File: config.mk
export PLATFORM = sky130hd
export DESIGN_NAME = spi_slave_axis_egress_framed
export DESIGN_NICKNAME = d
export VERILOG_FILES = /design/src/rtl/spi_egress_pkg.sv /design/src/rtl/spi_egress_fifo.sv /design/src/rtl/spi_slave_axis_egress_framed.sv
export SDC_FILE = /design/constraint.sdc
export NUM_CORES = 1
export LEC_CHECK = 0
export BUFFER_PORTS_ARGS = -buffer_cell sky130_fd_sc_hd__buf_2
export CAP_MARGIN = 20
export CORE_MARGIN = 2
export CORE_UTILIZATION = 40
export CTS_CLUSTER_DIAMETER = 50
export DETAILED_ROUTE_END_ITERATION = 8
export PLACE_DENSITY = 0.58
export SLEW_MARGIN = 20
export SYNTH_ARGS = -nofsm -noshare
export SYNTH_HDL_FRONTEND = slang
export SYNTH_SLANG_ARGS = --single-unit
File: constraint.sdc
create_clock -name spi_clk -period 2.9 [get_ports spi_clk]
set_input_delay 0.435 -clock spi_clk [delete_from_list [all_inputs] [get_ports spi_clk]]
set_output_delay 0.435 -clock spi_clk [all_outputs]
set_load 0.05 [all_outputs]
File: src/rtl/spi_egress_pkg.sv
// spi_egress_pkg: shared framing state, byte-step helper and parameter legality check for the SPI egress path
package spi_egress_pkg;
  typedef enum logic [1:0] {SYNC, HEADER, DATA} state_t;
  function automatic int steps_per_byte(input int miso_size);
    return 8 / miso_size;
  endfunction
  function automatic bit params_ok(input int miso_size, input int mtu_size);
    return (miso_size inside {1, 2, 4, 8}) && mtu_size >= 2 && mtu_size <= 128 &&
           (mtu_size & (mtu_size - 1)) == 0;
  endfunction
endpackage

File: src/rtl/spi_egress_fifo.sv
// spi_egress_fifo: byte FIFO with first-word-fall-through head, power-of-2 depth
module spi_egress_fifo #(
  parameter int DEPTH = 16
) (
  input  logic                     clk_i,
  input  logic                     rst_i,
  input  logic                     push_i,
  input  logic                     pop_i,
  input  logic [7:0]               din_i,
  output logic [7:0]               head_o,
  output logic [$clog2(DEPTH):0]   fill_o,
  output logic                     full_o
);
  localparam int AW = $clog2(DEPTH);
  logic [7:0] mem_q [DEPTH];
  logic [AW-1:0] rd_q, wr_q;
  logic [AW:0] fill_q;
  always_ff @(posedge clk_i or posedge rst_i)
    if (rst_i) begin
      rd_q <= '0;
      wr_q <= '0;
      fill_q <= '0;
    end else begin
      if (push_i) wr_q <= wr_q + AW'(1);
      if (pop_i) rd_q <= rd_q + AW'(1);
      fill_q <= fill_q + (AW+1)'(push_i) - (AW+1)'(pop_i);
    end
  always_ff @(posedge clk_i)
    if (push_i) mem_q[wr_q] <= din_i;
  assign head_o = mem_q[rd_q];
  assign fill_o = fill_q;
  assign full_o = fill_q == (AW+1)'(DEPTH);
endmodule

File: src/rtl/spi_slave_axis_egress_framed.sv
// spi_slave_axis_egress_framed: AXI-Stream bytes framed as header + MTU_SIZE padded slots, shifted out on MISO lanes
module spi_slave_axis_egress_framed
  import spi_egress_pkg::*;
#(
  parameter int         MISO_SIZE = 1,
  parameter bit         MSB_FIRST = 1'b1,
  parameter int         MTU_SIZE  = 16,
  parameter logic [7:0] SYNC_BYTE = 8'h00
) (
  input  logic                        spi_clk,
  input  logic                        res,
  output logic [MISO_SIZE-1:0]        spi_miso,
  input  logic [7:0]                  s_axis_tdata,
  input  logic                        s_axis_tvalid,
  output logic                        s_axis_tready,
  input  logic [7:0]                  s_axis_tuser,
  output logic                        frame_start,
  output logic [$clog2(MTU_SIZE):0]   fifo_fill
);
  localparam int S  = steps_per_byte(MISO_SIZE);
  localparam int CW = (S > 1) ? $clog2(S) : 1;
  localparam int SW = $clog2(MTU_SIZE);
  localparam int FW = SW + 1;
  if (!params_ok(MISO_SIZE, MTU_SIZE)) begin : g_bad_params
    $error("spi_slave_axis_egress_framed: illegal MISO_SIZE or MTU_SIZE");
  end
  state_t state_q, state_d;
  logic [7:0] sh_q, sh_d, head;
  logic [CW-1:0] cnt_q, cnt_d;
  logic [SW-1:0] slot_q, slot_d;
  logic [FW-1:0] pend_q, pend_d, fill;
  logic fs_q, fs_d, full, load, load_hdr, push, pop;
  spi_egress_fifo #(.DEPTH(MTU_SIZE)) u_fifo (
    .clk_i(spi_clk), .rst_i(res), .push_i(push), .pop_i(pop), .din_i(s_axis_tdata),
    .head_o(head), .fill_o(fill), .full_o(full)
  );
  assign load = cnt_q == CW'(S - 1);
  // a header follows SYNC and the last payload slot; every other load is a payload slot
  assign load_hdr = load && (state_q == SYNC || (state_q == DATA && slot_q == SW'(MTU_SIZE - 1)));
  assign pop = load && !load_hdr && pend_q != '0;
  assign s_axis_tready = !res && !full;
  assign push = s_axis_tvalid && s_axis_tready;
  assign fifo_fill = fill;
  assign frame_start = fs_q;
  assign spi_miso = MSB_FIRST ? sh_q[7 -: MISO_SIZE] : sh_q[MISO_SIZE-1:0];
  always_comb begin
    cnt_d = load ? '0 : cnt_q + CW'(1);
    pend_d = load_hdr ? fill : pop ? pend_q - FW'(1) : pend_q;
    sh_d = !load ? (MSB_FIRST ? sh_q << MISO_SIZE : sh_q >> MISO_SIZE) :
           load_hdr ? 8'(fill) : pop ? head : s_axis_tuser;
    state_d = !load ? state_q : load_hdr ? HEADER : DATA;
    slot_d = !load ? slot_q : state_q == DATA ? slot_q + SW'(1) : '0;
    fs_d = load ? load_hdr : fs_q;
  end
  always_ff @(posedge spi_clk or posedge res)
    if (res) begin
      sh_q <= SYNC_BYTE;
      cnt_q <= '0;
      state_q <= SYNC;
      slot_q <= '0;
      pend_q <= '0;
      fs_q <= 1'b0;
    end else begin
      sh_q <= sh_d;
      cnt_q <= cnt_d;
      state_q <= state_d;
      slot_q <= slot_d;
      pend_q <= pend_d;
      fs_q <= fs_d;
    end
endmodule

Word-level counts from Yosys, hierarchy flattened
Memories as Yosys holds them, arrays and structs flattened.
Index checks and enable logic that the tools add are counted.
W data, S select, Z words.
{ "op_classes": {"addsub": 7, "eq_ne": 4, "muxes": 10, "reduce_logical": 13} }
{ "ops": {"columns": ["op", "n"], "rows": [
  ["$mux W8", 3],
  ["$add A4 B1 Y4 const B", 3],
  ["$mux W5", 2],
  ["$logic_and A1 B1 Y1", 6],
  ["$add A5 B1 Y5", 1],
  ["$eq A5 B5 Y1 const B", 1],
  ["$reduce_bool A5 Y1", 1],
  ["$sub A5 B1 Y5", 1],
  ["$sub A5 B1 Y5 const B", 1],
  ["$eq A4 B4 Y1 const B", 1],
  ["$mux W4", 1],
  ["$add A3 B1 Y3 const B", 1],
  ["$eq A3 B3 Y1 const B", 1],
  ["$logic_not A1 Y1", 3],
  ["$mux W3", 1],
  ["$eq A2 B2 Y1 const B", 1],
  ["$logic_not A2 Y1", 1],
  ["$mux W1", 2],
  ["$mux W2", 1],
  ["$reduce_bool A2 Y1", 1],
  ["$logic_or A1 B1 Y1", 1]
]} }
{ "totals": {"ff_bits": 36, "ram_bits": 128, "in_bits": 19, "output_inout_bits": 8, "wordCells": 44, "memories": 1} }
{ "memory_table": {"columns": ["name", "words", "word_bits", "read_ports", "rd_clocked_by_memory_dff", "write_ports", "line", "source"], "rows": [
  ["u_fifo.mem_q", 16, 8, 1, 0, 1, "spi_egress_fifo.sv:15", "logic [7:0] mem_q [DEPTH];"]
]} }

Logic depth before layout (Yosys ltp)
{ "depth": {"ltp_word": 10, "ltp_mapped": 16, "depth_no_buf": 15} }

Cells and area by module
From an unflattened synthesis, not the netlist that was laid out.
{ "hier_totals": {"hier_cells": 403, "hier_area_um2": 6860.3} }
{ "by_module_without_submodules": {"columns": ["mod", "n_inst", "cells_per_inst", "area_each_um2", "seq_area_each_um2"], "rows": [
  ["spi_egress_fifo", 1, 278, 5696.7, 4169.0],
  ["spi_slave_axis_egress_framed", 1, 125, 1163.6, 550.5]
]} }

Least setup slack after synthesis
Ideal clock, no wire load.
{ "synth_timing": {"kind": "reg2reg", "start": "register u_fifo.fill_q[2] (netlist: u_fifo.fill_o[2])", "end": "memory u_fifo.mem_q[3][0] (enable)", "setup_ns": 0.383, "arrival_time_ns": 2.348, "required_time_ns": 2.517, "slack_ns": 0.168, "stages_incl_launch_ff": 6, "n_path_buf": 0, "period_less_slack_ns": 2.732, "path_cell_list": "dfrtp_1 > inv_1 > ha_1 > a311oi_2 > nand2_1 > nor3_1"} }
{ "synth_via": {"elab_chain_len": 6} }
{ "synth_lines": {"columns": ["element", "line", "source"], "rows": [
  ["start: declaration", "spi_egress_fifo.sv:17", "logic [AW:0] fill_q;"],
  ["start signal: assignment", "spi_egress_fifo.sv:26", "fill_q <= fill_q + (AW+1)'(push_i) - (AW+1)'(pop_i);"],
  ["$eq A5 B5 Y1", "spi_egress_fifo.sv:32", "assign full_o = fill_q == (AW+1)'(DEPTH);"],
  ["$logic_not A1 Y1", "spi_slave_axis_egress_framed.sv:41", "assign s_axis_tready = !res && !full;"],
  ["$logic_and A1 B1 Y1", "spi_slave_axis_egress_framed.sv:41", null],
  ["$logic_and A1 B1 Y1", "spi_slave_axis_egress_framed.sv:42", "assign push = s_axis_tvalid && s_axis_tready;"],
  ["via push", "spi_slave_axis_egress_framed.sv:32", "logic fs_q, fs_d, full, load, load_hdr, push, pop;"],
  ["$mux W1", "spi_egress_fifo.sv:29", "if (push_i) mem_q[wr_q] <= din_i;"],
  ["$mux W1 (implied by the code)", "spi_egress_fifo.sv:29", null],
  ["end: declaration", "spi_egress_fifo.sv:15", null]
]} }
The timed path passes the listed nets, and every way through them passes these cells.

Worst setup path in the final report
{ "layout_timing": {"start": "register slot_q[0]", "end": "register u_fifo.fill_q[4] (netlist: u_fifo.fill_o[4])"} }
{ "layout_via": {"elab_chain_len": 8} }
{ "layout_lines": {"columns": ["element", "line", "source"], "rows": [
  ["start: declaration", "spi_slave_axis_egress_framed.sv:30", "logic [SW-1:0] slot_q, slot_d;"],
  ["start signal: assignment", "spi_slave_axis_egress_framed.sv:67", "slot_q <= slot_d;"],
  ["$eq A4 B4 Y1", "spi_slave_axis_egress_framed.sv:39", "assign load_hdr = load && (state_q == SYNC || (state_q == DATA && slot_q == SW'(MTU_SIZE - 1)));"],
  ["$logic_and A1 B1 Y1", "spi_slave_axis_egress_framed.sv:39", null],
  ["$logic_or A1 B1 Y1", "spi_slave_axis_egress_framed.sv:39", null],
  ["$logic_and A1 B1 Y1", "spi_slave_axis_egress_framed.sv:39", null],
  ["$logic_not A1 Y1", "spi_slave_axis_egress_framed.sv:40", "assign pop = load && !load_hdr && pend_q != '0;"],
  ["$logic_and A1 B1 Y1 (2 in series)", "spi_slave_axis_egress_framed.sv:40", null],
  ["$sub A5 B1 Y5", "spi_egress_fifo.sv:26", null]
]} }
Every way passes these cells.
A chain may end at the register's enable or synchronous reset.

==> reports/qor.log <==
INFO  power_and_ir_drop vdd_ir_drop_max=0.000570V
INFO  sta            fmax=379MHz
INFO  sta            timing.final.hold_violations=0
INFO  detailed_routing drt_pre_antenna_iters=6
INFO  sta            max_slew.worst_pin.slew=0.580ns
INFO  worst_setup_path cp.required=3.25ns
INFO  cells_and_area final_layout_size_suffix_gt1_share=27.8%
INFO  synthesis      synth_seq_area_share=68.9%
INFO  synthesis      synth.top_cell.area_share=56.1%
INFO  clock_tree     clock_tree.buffer_depth=2
INFO  worst_setup_path critPathKind=reg -> reg
INFO  clock_tree     cts_tree=built
INFO  detailed_routing detail_route.wl_per_cell=19.3µm
INFO  floorplanning  ioPinCount=27
INFO  worst_setup_path path_max_fanout=7
INFO  synthesis      dominant_combinational_cell_family_by_area_after_synthesis=multiplexers
INFO  synthesis      yosys.area_share.xor_xnor=1.28%
INFO  cells_and_area insertedDiodeCount=0
INFO  sta            unrepaired_setup_endpoints_after_global_routing=no
INFO  sta            skew=0.00679ns
INFO  placement      finalWeightedCongestion=0.732
INFO  synthesis      proportion_of_synthesized_area_in_mux_cells=13.0%
INFO  global_routing gr-usage-all-layers=16.2%
INFO  worst_setup_path critPathCaptureType=flip-flop
INFO  placement      dpl.hpwl=9.11mm
INFO  synthesis      synthSimpleGateAreaFrac=5.24%
INFO  synthesis      ys_async_sr_fraction=21.5%
INFO  detailed_routing vias=3,667
INFO  synthesis      ys.warnings.count=0
INFO  floorplanning  die-width=135µm
INFO  clock_tree     ctsResizeCount=0
INFO  placement      placement.cell_area=0.00737mm²
INFO  cells_and_area multi_input_comb_area=0.00193mm²
INFO  detailed_routing vias_per_cell=5.30
INFO  detailed_routing detail_route.wirelength=13.3mm
INFO  global_routing grt_max_degree=25
INFO  cells_and_area most_used_cells_in_the_layout_excluding_fill_and_tap_cells=edfxtp_1, dfrtp_1, mux4_2, buf_4, buf_2
INFO  synthesis      synth.distinct_cells=44
INFO  synthesis      synthDominantAreaCellType=edfxtp_1
INFO  floorplanning  fp.dieArea=0.0182mm²
INFO  cells_and_area postLayoutCoreUtil=47.6%
INFO  worst_hold_path hold_class=in -> async
INFO  synthesis      postSynthRegisterBits=163
INFO  placement      buffer_ports.inserted=26
INFO  clock_tree     cts.repair_timing.setup_buffer_count=0
INFO  floorplanning  core.rowCount=47
INFO  cells_and_area fin_area=0.00792mm²
INFO  sta            totalNegativeSetupSlack=0ns
INFO  detailed_routing route.detailed.drc=0
INFO  global_routing grt.overflow.total=0
INFO  synthesis      yosys_most_used_dff=edfxtp_1
INFO  sta            timing.final.setup_violations=0
INFO  global_routing grt_first_pass_wirelength=21.5mm
INFO  synthesis      synth_edf_count=128
INFO  synthesis      leading_post_synthesis_cells_by_cell_area=edfxtp_1, dfrtp_1, mux4_2, ha_1, mux2i_1
INFO  detailed_routing drt.antenna.violating_nets=0
INFO  job            drv_cap=0
INFO  worst_setup_path cp-start-kind=flip-flop
INFO  clock_tree     cts_num_sinks=163
INFO  worst_setup_path critical_path.reg2reg.startpoint=slot_q[0]
INFO  worst_setup_path crit_path_start=slot_q[0]
INFO  cells_and_area fillerInstances=1,408
INFO  clock_tree     clk_pin_slew_worst_paths=0.07ns
INFO  sta            timing_max_transition_violations_final=0
INFO  sta            min_period_over_period=91.0%
INFO  clock_tree     cts_made_buffers=17
INFO  floorplanning  start_util=41.2%
INFO  detailed_routing dr.first_iter.drc_count=200
INFO  clock_tree     cts-root-buf=clkbuf_16
INFO  cells_and_area final-seq-area=0.00472mm²
INFO  clock_tree     htree_num_levels=4
INFO  synthesis      synth_area_per_cell=17.0µm²
INFO  cells_and_area layout.cells.most_common=edfxtp_1
INFO  status         status=complete, no violations
INFO  synthesis      synth_fp_nets=439
INFO  global_routing via_count_of_the_first_global_routing_pass=3,840
INFO  clock_tree     hold_buf_cts=0
INFO  synthesis      synthesis.instances=403
INFO  global_routing antenna_found_initial=0
INFO  cells_and_area layout.nets=495
INFO  synthesis      synth_adder_area_share=3.22%
INFO  power_and_ir_drop power-per-cell-area=886mW/mm²
INFO  power_and_ir_drop p_leak=0.00287µW
INFO  worst_setup_path cp.arrival=2.99ns
INFO  cells_and_area layout-area-overhead-vs-synth=15.7%
INFO  synthesis      synth_compound_area_share=5.39%
INFO  synthesis      post_synth_instance_area=0.00685mm²
INFO  floorplanning  die_h=135µm
INFO  sta            final_period_minus_worst_setup_slack=2.64ns
INFO  floorplanning  core_area=0.0166mm²
INFO  sta            timing.max_slew.rel_slack=61.3%
INFO  clock_tree     insertion_delay=0.43ns
-- state kept, by name, indices dropped and copies added, names as in the netlist --
| signal | count |
|---|---|
| u_fifo.mem_q | 128 |
| u_fifo.wr_q | 4 |
| u_fifo.fill_o | 5 |
| sh_q | 8 |
| state_q | 2 |
| cnt_q | 3 |
| u_fifo.rd_q | 4 |
| slot_q | 4 |
| pend_q | 5 |
-- cell families (layout without fill, tap and decap cells) --
kind of cell / Yosys count / count (layout)
xor+xnor: 10 / 10
compound gates: 49 / 49
buf+inv: 41 / 110
fa+ha+maj: 17 / 17
mux: 48 / 48
flops: 163 / 163
simple gates: 75 / 75
-- final timing paths --
check / end / slack (ns) / cells after the start
setup / recovery: u_fifo.fill_o[4] / 0.26 / 14
hold / removal: u_fifo.wr_q[2] / 0.04 / 2
setup reg to reg: u_fifo.fill_o[4] / 0.26 / 14
hold reg to reg: cnt_q[0] / 0.43 / 1
max in group asynchronous: u_fifo.rd_q[2] / 2.14 / 3
min in group spi_clk: sh_q[4] / 0.36 / 3
-- layout make-up --
type | instances | share of cell area, %
repair buffers | 58 | 4.67
flip-flops and latches | 163 | 59.6
well taps | 220 | 3.47
clock buffers | 18 | 5.42
inverters | 20 | 0.947
multi-input cells | 199 | 24.3
clock inverters | 14 | 1.56
-- where the power goes --
group	internal, µW	switching (µW)
Sequential	2790	260
Clock	1120	958
Combinational	877	1010
Total	4790	2230
-- synth_stat cells, drive strengths merged (2+ instances only) --
master,number
and3,2
xor2,2
nand2b,5
dfrtp,35
edfxtp,128
a21oi,6
o21ai,6
nor2b,4
o2bb2ai,4
buf,13
a211oi,5
a21o,2
a22oi,3
inv,20
nor3,6
a311oi,2
a31oi,7
mux4,32
clkbuf,8
xnor2,8
ha,16
mux2,5
mux2i,11
nor4b,2
a41oi,2
o22a,2
nand2,17
a221o,4
o221ai,3
nand3,15
nor2,21
-- per-stage QoR --
stage          worst slack [ns]  power, µW  instances  hold slack (ns)
6_report                  0.262       7020        692           0.0403
4_1_cts                   0.244       7100        692           0.0413
3_5_place_dp              0.263       5010        660            0.420
2_1_floorplan             0.168       4510        403            0.403
3_3_place_gp              0.348       4970        660            0.412
5_1_grt                 0.00612       7370        692           0.0781
-- critical path: stages (launching register included) --
cell and delay, ns:
dfrtp_1 0.39, ha_1 0.21, nand3_1 0.23, a21o_1 0.25, nand2_1 0.09, inv_2 0.08
ha_1 0.27, inv_1 0.06, ha_1 0.15, inv_1 0.05, fa_1 0.40, inv_1 0.07
a21oi_1 0.06, o21bai_1 0.15, xnor2_1 0.13
-- routing by layer --
metal	GRT usage, %	routed length (µm)	vias to the layer above
met5	0	0	-
met4	6.73	238	0
met3	3.27	484	19
met2	25.2	6330	62
met1	22.4	6280	1896
li1	-	-	1690
Power figures use the tool's default switching activity.
